File: src/rtl/fsmotor_pkg.sv
// Purpose : shared state encoding and period limits for the step/dir pulse generator.
// Latency : n/a (types, constants, and one combinational helper).
// Backpr. : n/a.
package fsmotor_pkg;

    typedef enum logic [1:0] {
        ST_IDLE  = 2'd0,
        ST_SETUP = 2'd1,
        ST_RUN   = 2'd2
    } state_t;

    // Shortest legal step period: one cycle high, one cycle low.
    localparam int C_MIN_PERIOD = 2;

    // Raise a requested period to the shortest one that still gives a full pulse.
    function automatic logic [31:0] clamp_period(input logic [31:0] p);
        return (p < 32'(C_MIN_PERIOD)) ? 32'(C_MIN_PERIOD) : p;
    endfunction

endpackage

File: src/rtl/fsmotor_sync.sv
// Purpose : two-flop synchroniser that brings the asynchronous zero-position flag into the clk domain.
// Latency : 2 clk cycles from the sampling edge to o_sync.
// Backpr. : none; free-running level path.
module fsmotor_sync (
    input  logic i_clk,
    input  logic i_resetn,
    input  logic i_async,
    output logic o_sync
);

    logic r_meta;
    logic r_sync;

    // The first flop may go metastable; the second gives it a full cycle to settle.
    always_ff @(posedge i_clk) begin
        if (!i_resetn) begin
            r_meta <= 1'b0;
            r_sync <= 1'b0;
        end else begin
            r_meta <= i_async;
            r_sync <= r_meta;
        end
    end

    assign o_sync = r_sync;

endmodule

File: src/rtl/fsmotor_stepgen.sv
// Purpose : turns a host move command into a step/dir pulse train for one motor routing slave port.
// Latency : first drive rise C_DIR_SETUP+1 cycles after the accepting edge; control copies 1 cycle; zpd 2 cycles.
// Backpr. : none; commands arriving while busy are dropped. Optional FSMOTOR_ZPD_STOP_EN makes zpd halt homeward moves.
module fsmotor_stepgen
    import fsmotor_pkg::*;
#(
    parameter int C_MICROSTEP_WIDTH = 3,
    parameter int C_SPEED_WIDTH     = 16,
    parameter int C_STEP_WIDTH      = 32,
    parameter int C_DIR_SETUP       = 8
) (
    input  logic                         clk,
    input  logic                         resetn,
    input  logic                         ctl_start,
    input  logic                         ctl_stop,
    input  logic                         ctl_dir,
    input  logic [C_SPEED_WIDTH-1:0]     ctl_speed,
    input  logic [C_STEP_WIDTH-1:0]      ctl_step,
    input  logic [C_MICROSTEP_WIDTH-1:0] ctl_ms,
    input  logic                         ctl_xen,
    input  logic                         ctl_xrst,
    output logic                         ctl_busy,
    output logic                         ctl_done,
    output logic [C_STEP_WIDTH-1:0]      ctl_remain,
    output logic                         ctl_zpd,
    input  logic                         m_zpd,
    output logic                         m_xen,
    output logic                         m_xrst,
    output logic                         m_drive,
    output logic                         m_dir,
    output logic [C_MICROSTEP_WIDTH-1:0] m_ms
);

    localparam int C_SETUP_W = (C_DIR_SETUP < 2) ? 1 : $clog2(C_DIR_SETUP + 1);
    localparam logic [C_SETUP_W-1:0]     SETUP_LOAD = C_SETUP_W'(C_DIR_SETUP);
    localparam logic [C_SETUP_W-1:0]     SETUP_ONE  = C_SETUP_W'(1);
    localparam logic [C_SPEED_WIDTH-1:0] SPEED_ONE  = C_SPEED_WIDTH'(1);
    localparam logic [C_STEP_WIDTH-1:0]  STEP_ONE   = C_STEP_WIDTH'(1);

    state_t                         r_state;
    logic [C_SETUP_W-1:0]           r_setup_cnt;
    logic [C_SPEED_WIDTH-1:0]       r_phase_cnt;
    logic [C_SPEED_WIDTH-1:0]       r_lo_len;
    logic                           r_stop_pend;
    logic                           r_drive;
    logic                           r_dir;
    logic                           r_done;
    logic [C_STEP_WIDTH-1:0]        r_remain;
    logic                           r_xen;
    logic                           r_xrst;
    logic [C_MICROSTEP_WIDTH-1:0]   r_ms;

    logic                           w_zpd;
    logic [C_SPEED_WIDTH-1:0]       w_period;
    logic [C_SPEED_WIDTH-1:0]       w_hi_len;
    logic [C_SPEED_WIDTH-1:0]       w_lo_len;
    logic                           w_start_ok;
    logic                           w_stop_req;
    logic                           w_last;

    fsmotor_sync u_zpd_sync (
        .i_clk    (clk),
        .i_resetn (resetn),
        .i_async  (m_zpd),
        .o_sync   (w_zpd)
    );

    // Period is sampled only at a step boundary, so the host may ramp speed mid-move.
    assign w_period = C_SPEED_WIDTH'(clamp_period(32'(ctl_speed)));
    assign w_hi_len = w_period >> 1;
    assign w_lo_len = w_period - w_hi_len;
    assign w_last   = (r_remain <= STEP_ONE);

`ifdef FSMOTOR_ZPD_STOP_EN
    // Already at home: refuse further homeward moves and halt one in progress.
    assign w_start_ok = ctl_start && !ctl_stop && (ctl_step != '0) && !ctl_xen && !(!ctl_dir && w_zpd);
    assign w_stop_req = ctl_stop || ((r_state == ST_RUN) && !r_dir && w_zpd);
`else
    assign w_start_ok = ctl_start && !ctl_stop && (ctl_step != '0) && !ctl_xen;
    assign w_stop_req = ctl_stop;
`endif

    // Move sequencer: direction setup, then whole high/low step periods until count or stop.
    always_ff @(posedge clk) begin
        if (!resetn) begin
            r_state     <= ST_IDLE;
            r_setup_cnt <= '0;
            r_phase_cnt <= '0;
            r_lo_len    <= '0;
            r_stop_pend <= 1'b0;
            r_drive     <= 1'b0;
            r_dir       <= 1'b0;
            r_done      <= 1'b0;
            r_remain    <= '0;
        end else begin
            r_done <= 1'b0;
            case (r_state)
                ST_IDLE: begin
                    r_drive     <= 1'b0;
                    r_stop_pend <= 1'b0;
                    if (w_start_ok) begin
                        r_dir       <= ctl_dir;
                        r_remain    <= ctl_step;
                        r_setup_cnt <= SETUP_LOAD;
                        r_state     <= ST_SETUP;
                    end
                end
                ST_SETUP: begin
                    if (ctl_xen || w_stop_req) begin
                        r_state <= ST_IDLE;
                        r_done  <= 1'b1;
                    end else if (r_setup_cnt == '0) begin
                        r_state     <= ST_RUN;
                        r_drive     <= 1'b1;
                        r_phase_cnt <= w_hi_len - SPEED_ONE;
                        r_lo_len    <= w_lo_len;
                    end else begin
                        r_setup_cnt <= r_setup_cnt - SETUP_ONE;
                    end
                end
                ST_RUN: begin
                    if (ctl_xen) begin
                        // Driver disabled underneath us: the one abort allowed to cut a pulse short.
                        r_state <= ST_IDLE;
                        r_drive <= 1'b0;
                        r_done  <= 1'b1;
                    end else begin
                        if (w_stop_req) begin
                            r_stop_pend <= 1'b1;
                        end
                        if (r_drive) begin
                            if (r_phase_cnt == '0) begin
                                r_drive     <= 1'b0;
                                r_phase_cnt <= r_lo_len - SPEED_ONE;
                            end else begin
                                r_phase_cnt <= r_phase_cnt - SPEED_ONE;
                            end
                        end else if (r_phase_cnt == '0) begin
                            // End of a whole step: count it, then finish or launch the next one.
                            if (r_remain != '0) begin
                                r_remain <= r_remain - STEP_ONE;
                            end
                            if (w_last || r_stop_pend || w_stop_req) begin
                                r_state <= ST_IDLE;
                                r_done  <= 1'b1;
                            end else begin
                                r_drive     <= 1'b1;
                                r_phase_cnt <= w_hi_len - SPEED_ONE;
                                r_lo_len    <= w_lo_len;
                            end
                        end else begin
                            r_phase_cnt <= r_phase_cnt - SPEED_ONE;
                        end
                    end
                end
                default: begin
                    r_state <= ST_IDLE;
                    r_drive <= 1'b0;
                end
            endcase
        end
    end

    // Driver control lines are plain registered copies, unaffected by move state.
    always_ff @(posedge clk) begin
        if (!resetn) begin
            r_xen  <= 1'b1;
            r_xrst <= 1'b0;
            r_ms   <= '0;
        end else begin
            r_xen  <= ctl_xen;
            r_xrst <= ctl_xrst;
            r_ms   <= ctl_ms;
        end
    end

    assign ctl_busy   = (r_state != ST_IDLE);
    assign ctl_done   = r_done;
    assign ctl_remain = r_remain;
    assign ctl_zpd    = w_zpd;
    assign m_xen      = r_xen;
    assign m_xrst     = r_xrst;
    assign m_drive    = r_drive;
    assign m_dir      = r_dir;
    assign m_ms       = r_ms;

endmodule
File: config.mk
export PLATFORM = sky130hd
export DESIGN_NAME = fsmotor_stepgen
export DESIGN_NICKNAME = d
export VERILOG_FILES = /design/src/rtl/fsmotor_pkg.sv /design/src/rtl/fsmotor_sync.sv /design/src/rtl/fsmotor_stepgen.sv
export SDC_FILE = /design/constraint.sdc
export NUM_CORES = 1
export LEC_CHECK = 0
export ABC_AREA = 1
export BUFFER_PORTS_ARGS = -buffer_cell sky130_fd_sc_hd__clkbuf_2
export CAP_MARGIN = 30
export CORE_ASPECT_RATIO = 1.75
export CORE_MARGIN = 5
export CORE_UTILIZATION = 50
export DETAILED_ROUTE_END_ITERATION = 6
export PLACE_DENSITY = 0.69
export SYNTH_ARGS = -nofsm -noshare
export SYNTH_HDL_FRONTEND = slang
export SYNTH_SLANG_ARGS = --single-unit
File: constraint.sdc
create_clock -name clk -period 6.1 [get_ports clk]
set_input_delay 0.61 -clock clk [delete_from_list [all_inputs] [get_ports clk]]
set_output_delay 0.61 -clock clk [all_outputs]
set_load 0.05 [all_outputs]
==> reports/qor.txt <==
critical path, cell by cell: clkbuf_2, inv_1, ha_1, nand4_1, nor2_1, nand2_1, nand2_1, ha_1, fa_1, o21ai_0, nand2_1, nand2_1, nand3_1, nand3_1, xor2_1, nor2_1, nor2_1
clock latency at the later pin of the worst-skew pair: 0.35 ns
clk_skew: 0.00756 ns
DRT Pass-1 Iters: 5
CP peak stage delay: 0.44 ns
CP max FO: 7
register area: 1620 sq um
total grt overflow: 0
post-synth top area share: 22.4%
EDFF count, synth: 0
Final HPWL DP: 18,300 um
Mapped Area: 7230 sq um
Post-synth ARST share: 0%
Hold WC Path Type: reg -> reg
crit path capture type: register
Area Growth Syn to Fin: 11.4%
synth top area cells: dfxtp_1, nand2_1, nor2_1, ha_1, inv_1
Slew Limit Fails: 0
postcts setup bufs: 0
Synth Warn #: 0
# resized after CTS: 0
initial antenna violation count: 0
CP Data Arrival Time: 3.28 ns
status: finished clean
largest net degree at the start of global routing: 59
setup tns final: 0 ns
Worst IR Drop VDD: 158 uV
synth unique cells: 49
Yosys top cell by area: dfxtp_1
Routed WL per cell: 15.6 um
RSZ-0062 raised after global routing: no
Period minus WS final: 2.99 ns
ant diodes: 0
drt drc: 0
CTS tree: done
first-pass GRT wire length: 36,600 um
Inserted Clock Buffers: 9
Initial Utilization: 50.6%
Avg Cell Area, Syn: 6.02 sq um
# H-tree levels: 3
io pins: 101
root buffer cell: clkbuf_16
Post-Syn Instances: 1,202
final hold violation count: 0
gr usage total: 27.3%
global placement routability congestion: 1.00
filler instances: 1,548
slowest CP cell: o21ai_0
leakage: 4.12 nW
worst path bufs/invs: 2
Die ar.: 17,100 sq um
post-route design area: 8060 sq um
Slew HR: 36.8%
max cap viols: 0
Placed Area: 7750 sq um
syn_nets: 1,309
clk sinks: 81
share of cells above drive strength 1: 13.7%
CP required: 6.38 ns
sequential element share of the synthesized area: 22.4%
number of buffers added on ports: 100
Crit path max-delay family: simple AND/OR/NAND/NOR gates
startpoint types: input pin
core area: 14,300 sq um
vias per cell: 5.28
Die W: 101 um
nets: 1,383
footprint of the multi-input gates: 4930 sq um
CTS clk-pin slew, worst paths: 0.06 ns
hold buffers post-CTS: 0
Worst Setup Path Type: in -> reg
Die H: 169 um
power per cell area: 420 nW/um^2
Post-DRT Antenna Nets: 0
critical path's most frequent cell: nand2_1
Synth Register Bits: 81
vias in the first global route: 7,581
DR iter-0 viols: 359
endpoints failing setup: 0
row cnt: 58
Least-Margin Pin Slew: 0.948 ns
main flop type after synthesis: dfxtp_1
via count: 7,719
fin crit share: 49.1%
drt total wl: 22,800 um
fmax: 0.334 GHz
Clock Tree Buf Depth: 2
registers in the layout (all words and copies together) (netlist names):
name               flops
ctl_done               1
m_xen                  1
m_ms                   3
r_lo_len              16
m_drive                1
ctl_remain            32
r_setup_cnt            4
m_dir                  1
m_xrst                 1
r_stop_pend            1
u_zpd_sync.r_meta      1
u_zpd_sync.o_sync      1
r_phase_cnt           16
r_state                2
worst paths after layout:
kind                                              startpoint                            to  slack [ns]  depth (start not counted)
worst max-delay path                           ctl_speed[15]     r_lo_len[14]$_SDFFE_PN0P_        3.11                         17
worst min-delay path            u_zpd_sync.r_meta$_SDFF_PN0_  u_zpd_sync.o_sync$_SDFF_PN0_        0.41                          2
worst max register to register       r_state[0]$_SDFFE_PN0P_   ctl_remain[19]$_SDFFE_PN0P_        3.17                         12
worst min register to register  u_zpd_sync.r_meta$_SDFF_PN0_  u_zpd_sync.o_sync$_SDFF_PN0_        0.41                          2
layout make-up:
| class | instances | area share [%] |
|---|---|---|
| clock buffer | 9 | 2.80 |
| multi-input combinational | 960 | 61.2 |
| timing repair buffer | 102 | 6.40 |
| inverter | 122 | 5.75 |
| tap | 180 | 2.80 |
| clock inverter | 7 | 0.963 |
| sequential | 81 | 20.1 |
cells in the final DEF, fill, tap and decap left out, drive strengths merged:
cell type	count
a211oi	1
bufinv	1
a22oi	1
dfxtp	81
inv	123
ha	47
a31oi	7
fa	1
nor2	235
a21o	2
xor2	32
o211ai	5
a221oi	1
nand3	74
xnor2	17
clkinv	4
a22o	1
clkbuf	109
nor4	1
or2	4
o21ai	60
and3	2
nor3	6
o31ai	1
o22ai	2
buf	2
a21boi	3
clkinvlp	1
o21bai	5
nand3b	4
nand4	13
nand2	370
a21oi	62
o21a	1
nor3b	2
layer usage:
layer	up-vias	global-route usage, %	routed length (um)
li1	3948	-	-
met1	3402	25.7	7580
met3	90	2.76	1090
met2	279	52.7	12400
met4	0	19.2	1730
met5	-	0	0
synth_stat cells (3+ instances only):
cell	count
nand2_4	3
nand3b_1	3
a21oi_1	49
o21bai_1	5
xor2_1	32
nand2_1	351
nand3_1	70
nand2_2	16
ha_1	47
buf_6	8
nor2_4	5
a21boi_0	3
a31oi_1	7
o21ai_0	56
xnor2_1	17
or2_2	4
o211ai_1	5
nor2_2	7
buf_1	5
nand4_1	13
inv_1	119
a21oi_2	13
nand3_2	3
nor3_1	6
clkbuf_1	23
nor2_1	223
dfxtp_1	81
stage by stage:
step | std cells | hold slack, ns | worst slack (ns) | total power (W) | utilization [%]
after floorplan | 1202 | 0.390 | 3.27 | 0.00235 | -
after global placement | 1445 | 0.394 | 2.81 | 0.00282 | 54.2
after detailed placement | 1445 | 0.402 | 2.78 | 0.00282 | 54.2
after CTS | 1461 | 0.418 | 3.14 | 0.00339 | 56.4
after global routing | 1461 | 0.425 | 2.86 | 0.00366 | 56.4
final | 1461 | 0.413 | 3.11 | 0.00338 | 56.4
tightest hold or removal path, delay by kind of cell (launching register included):
| family | cells | cell delay (ns) |
|---|---|---|
| DFF | 1 | 0.31 |
| buffers and inverters | 1 | 0.04 |
| and+or+nand+nor | 1 | 0.04 |
kinds of logic (layout without fill, tap and decap cells):
| family | Yosys count | in the layout | share of synthesized area [%] |
|---|---|---|---|
| buffers and inverters | 161 | 240 | 9.45 |
| and+or+nand+nor | 711 | 711 | 41.5 |
| DFF | 81 | 81 | 22.4 |
| xor gates and xnor gates | 49 | 49 | 5.93 |
| AOI/OAI and AO/OA | 152 | 152 | 12.3 |
| adders and majority gates | 48 | 48 | 8.41 |
power by group:
part / switching [W] / internal, W / total [W]
combinational: 0.00139 / 0.000647 / 0.00204
clock: 0.000237 / 0.000321 / 0.000558
sequential: 0.000147 / 0.000641 / 0.000788
total: 0.00177 / 0.00161 / 0.00338
(Power assumes the default switching activity.)
